**src/rtl/i2c_target.sv**
```systemverilog
// rtl/i2c_target.sv - I2C register-pointer target with oversampled SCL/SDA and open-drain SDA
// Optional I2C_TARGET_FILTER_EN adds a 3-sample majority filter on both synchronized lines.
module i2c_target #(
  parameter logic [6:0]  TARGET_ADDR = 7'h50,
  parameter int unsigned ADDR_W      = 4
) (
  input  logic              clk_4MHz,
  input  logic              rst_n,
  input  logic              scl_i,
  input  logic              sda_i,
  output logic              sda_oe,
  output logic [ADDR_W-1:0] reg_addr,
  output logic [7:0]        reg_wdata,
  output logic              reg_we,
  input  logic [7:0]        reg_rdata,
  output logic              busy
);

  typedef enum logic [3:0] {
    IDLE, ADDR, ADDR_ACK, PTR, WACK, WDATA, RDATA, RACK, IGNORE
  } state_t;

  state_t            state_q, state_d;
  logic [1:0]        scl_sync_q, sda_sync_q;
  logic              scl_f, sda_f;
  logic              scl_prev_q, sda_prev_q;
  logic              rise, fall, start_c, stop_c;
  logic [3:0]        cnt_q, cnt_d;
  logic [7:0]        shift_q, shift_d, byte_in;
  logic [ADDR_W-1:0] ptr_q, ptr_d;
  logic              oe_q, oe_d, we_q, we_d, busy_q, busy_d, rw_q, rw_d;
  logic [7:0]        wdata_q, wdata_d;

  // Idle bus is high, so synchronizers reset to 1 to avoid a false edge after reset.
  always_ff @(posedge clk_4MHz or negedge rst_n) begin
    if (!rst_n) begin
      scl_sync_q <= 2'b11;
      sda_sync_q <= 2'b11;
    end else begin
      scl_sync_q <= {scl_sync_q[0], scl_i};
      sda_sync_q <= {sda_sync_q[0], sda_i};
    end
  end

`ifdef I2C_TARGET_FILTER_EN
  logic [1:0] scl_hist_q, sda_hist_q;
  logic       scl_maj_q, sda_maj_q;

  always_ff @(posedge clk_4MHz or negedge rst_n) begin
    if (!rst_n) begin
      scl_hist_q <= 2'b11;
      sda_hist_q <= 2'b11;
      scl_maj_q  <= 1'b1;
      sda_maj_q  <= 1'b1;
    end else begin
      scl_hist_q <= {scl_hist_q[0], scl_sync_q[1]};
      sda_hist_q <= {sda_hist_q[0], sda_sync_q[1]};
      scl_maj_q  <= (scl_sync_q[1] & scl_hist_q[0]) | (scl_sync_q[1] & scl_hist_q[1]) |
                    (scl_hist_q[0] & scl_hist_q[1]);
      sda_maj_q  <= (sda_sync_q[1] & sda_hist_q[0]) | (sda_sync_q[1] & sda_hist_q[1]) |
                    (sda_hist_q[0] & sda_hist_q[1]);
    end
  end

  assign scl_f = scl_maj_q;
  assign sda_f = sda_maj_q;
`else
  assign scl_f = scl_sync_q[1];
  assign sda_f = sda_sync_q[1];
`endif

  assign rise    = scl_f & ~scl_prev_q;
  assign fall    = ~scl_f & scl_prev_q;
  assign start_c = scl_f & scl_prev_q & sda_prev_q & ~sda_f;
  assign stop_c  = scl_f & scl_prev_q & ~sda_prev_q & sda_f;

  always_ff @(posedge clk_4MHz or negedge rst_n) begin
    if (!rst_n) begin
      scl_prev_q <= 1'b1;
      sda_prev_q <= 1'b1;
      state_q    <= IDLE;
      cnt_q      <= 4'd0;
      shift_q    <= 8'h00;
      ptr_q      <= '0;
      oe_q       <= 1'b0;
      we_q       <= 1'b0;
      wdata_q    <= 8'h00;
      busy_q     <= 1'b0;
      rw_q       <= 1'b0;
    end else begin
      scl_prev_q <= scl_f;
      sda_prev_q <= sda_f;
      state_q    <= state_d;
      cnt_q      <= cnt_d;
      shift_q    <= shift_d;
      ptr_q      <= ptr_d;
      oe_q       <= oe_d;
      we_q       <= we_d;
      wdata_q    <= wdata_d;
      busy_q     <= busy_d;
      rw_q       <= rw_d;
    end
  end

  // ACK states use oe_q as their phase: first fall starts the ACK, second fall ends it.
  always_comb begin
    state_d = state_q;
    cnt_d   = cnt_q;
    shift_d = shift_q;
    ptr_d   = ptr_q;
    oe_d    = oe_q;
    we_d    = 1'b0;
    wdata_d = wdata_q;
    busy_d  = busy_q;
    rw_d    = rw_q;
    byte_in = {shift_q[6:0], sda_f};
    if (we_q) ptr_d = ptr_q + ADDR_W'(1);
    if (stop_c) begin
      state_d = IDLE;
      oe_d    = 1'b0;
      busy_d  = 1'b0;
    end else if (start_c) begin
      state_d = ADDR;
      cnt_d   = 4'd0;
      oe_d    = 1'b0;
    end else begin
      unique case (state_q)
        ADDR: if (rise) begin
          shift_d = byte_in;
          cnt_d   = cnt_q + 4'd1;
          if (cnt_q == 4'd7) begin
            if (shift_q[6:0] == TARGET_ADDR) begin
              busy_d  = 1'b1;
              rw_d    = sda_f;
              state_d = ADDR_ACK;
            end else begin
              state_d = IGNORE;
            end
          end
        end
        ADDR_ACK: if (fall) begin
          if (!oe_q) begin
            oe_d = 1'b1;
          end else if (rw_q) begin
            oe_d    = ~reg_rdata[7];
            shift_d = {reg_rdata[6:0], 1'b0};
            cnt_d   = 4'd1;
            state_d = RDATA;
          end else begin
            oe_d    = 1'b0;
            cnt_d   = 4'd0;
            state_d = PTR;
          end
        end
        PTR: if (rise) begin
          shift_d = byte_in;
          cnt_d   = cnt_q + 4'd1;
          if (cnt_q == 4'd7) begin
            ptr_d   = byte_in[ADDR_W-1:0];
            state_d = WACK;
          end
        end
        WACK: if (fall) begin
          if (!oe_q) begin
            oe_d = 1'b1;
          end else begin
            oe_d    = 1'b0;
            cnt_d   = 4'd0;
            state_d = WDATA;
          end
        end
        WDATA: if (rise) begin
          shift_d = byte_in;
          cnt_d   = cnt_q + 4'd1;
          if (cnt_q == 4'd7) begin
            we_d    = 1'b1;
            wdata_d = byte_in;
            state_d = WACK;
          end
        end
        RDATA: if (fall) begin
          if (cnt_q == 4'd8) begin
            oe_d    = 1'b0;
            state_d = RACK;
          end else begin
            oe_d    = ~shift_q[7];
            shift_d = {shift_q[6:0], 1'b0};
            cnt_d   = cnt_q + 4'd1;
          end
        end
        // Entered on a fall, so the next fall always follows the master's ACK rise.
        RACK: if (rise) begin
          if (sda_f) state_d = IGNORE;
          else       ptr_d   = ptr_q + ADDR_W'(1);
        end else if (fall) begin
          oe_d    = ~reg_rdata[7];
          shift_d = {reg_rdata[6:0], 1'b0};
          cnt_d   = 4'd1;
          state_d = RDATA;
        end
        default: ;
      endcase
    end
  end

  assign sda_oe    = oe_q;
  assign reg_addr  = ptr_q;
  assign reg_wdata = wdata_q;
  assign reg_we    = we_q;
  assign busy      = busy_q;

endmodule

```
**config.mk**
```make
export PLATFORM = sky130hd
export DESIGN_NAME = i2c_target
export DESIGN_NICKNAME = d
export VERILOG_FILES = /design/src/rtl/i2c_target.sv
export SDC_FILE = /design/constraint.sdc
export NUM_CORES = 1
export LEC_CHECK = 0
export BUFFER_PORTS_ARGS = -buffer_cell sky130_fd_sc_hd__buf_2
export CORE_ASPECT_RATIO = 0.8
export CORE_MARGIN = 3
export CORE_UTILIZATION = 58
export CTS_CLUSTER_DIAMETER = 30
export DETAILED_ROUTE_END_ITERATION = 10
export GPL_TIMING_DRIVEN = 0
export HOLD_SLACK_MARGIN = 0.15
export PLACE_DENSITY_LB_ADDON = 0.05
export SETUP_SLACK_MARGIN = 0.1
export SYNTH_ARGS = -nofsm -noshare
export SYNTH_HDL_FRONTEND = slang
export SYNTH_SLANG_ARGS = --single-unit
```
**constraint.sdc**
```tcl
create_clock -name clk_4MHz -period 2.7 [get_ports clk_4MHz]
set_clock_uncertainty 0.2 [all_clocks]
set_input_delay 0.135 -clock clk_4MHz [delete_from_list [all_inputs] [get_ports clk_4MHz]]
set_output_delay 0.135 -clock clk_4MHz [all_outputs]
set_load 0.1 [all_outputs]
```
==> flow_summary.toml <==
[routing]
drc = 0
wire_per_inst_um = 16.8
num_vias = 2006
routed_wl_um = 5600
vias_per_cell = 6.01
dr.pass1.iters = 5
antenna_left = 0
first_iter_violations = 177

[clock_network]
clk_pin_slew_ns = 0.08
cts_tree = "done"
htree_levels = 2
cts_root_buf = "clkbuf_8"
clk_latency_ns = 0.29
max-clock-path-buffers = 2
cts_made_buffers = 5
cts.sinks = 38

[timing]
setup_viol = 0
worst_pin_slew_ns = 0.826
fin_setup_tns_ns = 0
final.period_utilization_pct = 90.1
fmax_mhz = 411
max_slew_margin_pct = 44.9
period_minus_slack_ns = 2.43
rsz0062_at_grt = "no"
report.final.slew_viol_count = 0
hold_viol = 0
fin_ws_ns = 0.267

[yosys]
ys_ff_latch = 38
synth_nets = 251
synth.distinct_cells = 60
synthFlopType = "dfrtp_1"
postSynthCellCount = 233
synth_warnings = 0
netlist_area_um2 = 2360
synth_area_per_cell_um2 = 10.1
yosysSeqAreaShare_pct = 40.7
synth-edff-count = 0
synthArstFlopShare_pct = 100

[grt]
grt_max_degree = 39
grt_pass1_wl_um = 9140
grt_overflow_total = 0
antenna_found_initial = 0
grt_pass1_vias = 1851
grt_usage_pct = 23.7

[floorplanning]
initial_core_util_pct = 61.1
pin_count = 27
dieArea_um2 = 4870
coreArea_um2 = 3850
die_w_um = 77.3
row_count = 20
dieHeight_um = 63.0

[layout]
nNetsFinal = 296
antennaDiodeCount = 0
drive_gt1_share_pct = 30.8
area_growth_pct = 17.5
layout_common_cells = "dfrtp_1 (32), buf_2 (29), mux2_2 (25)"
final_common_cell = "dfrtp_1"

[run_status]
outcome = "finished, final reports clean"

[critical_path]
start_kind = "flip-flop"
cp_top_family = "simple AND/OR/NAND/NOR gates"
r2r_end = "cnt_q[2]"
crit_type = "reg2reg"
crit_path_top_delay_cell = "dfstp_2"
crit_required_ns = 2.68
r2r_slack_ns = 0.27
end_kind = "flip-flop"
rr_startpoint = "scl_sync_q[1]"
r2r_cells = 6
path_buf_inv = 0
path_cells = "ha_1, nand2_1, nor2_1, o2111a_1, nand3_1, a32o_1"
worst_ep_arrival_time_ns = 2.42
crit_path_max_incr_delay_ns = 0.56
crit_fanout = 8

[min_path]
worstHoldEndpoint = "scl_sync_q[1]"
min_path_cells = 0
min-delay-start = "scl_sync_q[0]"
min_path_type = "reg2reg"

[placement]
place_hpwl_um = 3790
portBuffers = 26
place_congestion = 0.940
place_ws_ns = 0.196

[power_and_ir_drop]
vdd_ir_drop_max_v = 0.000343
power.total_mw = 1.60
powerDensity_nw_per_um2 = 579
leakage_nw = 1.25

[job]
drv_cap = 0
==> area by class of cell <==
class	instances	area, um^2
clock buffer	6	82.6
multi-input combinational	173	1280
inverter	10	40.0
sequential	38	958
tap	55	68.8
clock inverter	2	12.5
timing repair buffer	38	248
fill	314	1090
buffer	12	78.8
==> Yosys cell counts (4+ instances only) <==
cell      count  area [um^2]
dfrtp_1      32          801
mux2_2       25          282
nand2_1      15         56.3
nor2_1       13         48.8
a21oi_1      11         55.1
o21ai_0      11         55.1
inv_1         9         33.8
nor3_1        9         45.0
nand3_1       8         40.0
dfstp_2       6          158
ha_1          6         75.1
nand3b_1      6         45.0
o22ai_1       5         31.3
nand2b_1      4         25.0
xor2_1        4         35.0
==> per-layer routing <==
metal | part of all wire [%] | GRT usage [%] | vias up
li1 | - | - | 951
met1 | 47 | 35.4 | 951
met2 | 45 | 35.1 | 97
met3 | 7.0 | 4.03 | 7
met4 | 1.2 | 7.11 | 0
met5 | 0 | 0 | -
==> state kept, by name (all words and copies together), names as in the netlist <==
name,flops
sda_sync_q,2
rw_q,1
state_q,4
sda_oe,1
scl_sync_q,2
cnt_q,4
reg_addr,4
shift_q,8
scl_prev_q,1
reg_wdata,8
reg_we,1
busy,1
sda_prev_q,1
==> worst max-delay path by stage <==
stage                       start          to  slack [ns]  cells after the start
finish              scl_sync_q[1]    cnt_q[2]        0.27                      6
floorplan                  sda_oe  shift_q[0]        0.31                      5
global placement    scl_sync_q[1]  state_q[0]        0.18                      5
detailed placement  scl_sync_q[1]  state_q[0]        0.20                      5
CTS                 scl_sync_q[1]  state_q[0]        0.17                      5
global route        scl_sync_q[1]  state_q[0]        0.17                      5
==> cells by family after synthesis <==
kind of cell    count (synthesis)  share of synthesized area (%)
compound gates                 55                           16.5
flops                          38                           40.7
buf+inv                        22                           5.04
xor+xnor                        6                           2.23
simple gates                   77                           18.7
mux                            27                           12.8
fa+ha+maj                       8                           4.04
==> stage by stage <==
stage	utilization [%]	area, um^2	cells	hold WS [ns]
after global routing	71.8	2770	334	0.160
after global placement	66.3	2550	314	0.0394
after detailed placement	66.3	2550	314	0.0438
after floorplan	-	2360	233	-0.361
after CTS	71.6	2760	333	0.159
final	71.8	2770	334	0.158
==> power breakdown <==
group / switching (mW) / total (mW) / internal [mW]
clock network: 0.208 / 0.413 / 0.205
registers: 0.0873 / 0.739 / 0.652
logic: 0.242 / 0.449 / 0.207
==> timing repair <==
item                                    in CTS  in global routing
hold buffers                                11                  0
gates resized for setup                      0                  0
endpoints found under the setup margin       0                 12
hold endpoints to repair                    42                  0
setup buffers                                0                  1
(Power assumes the default switching activity.)
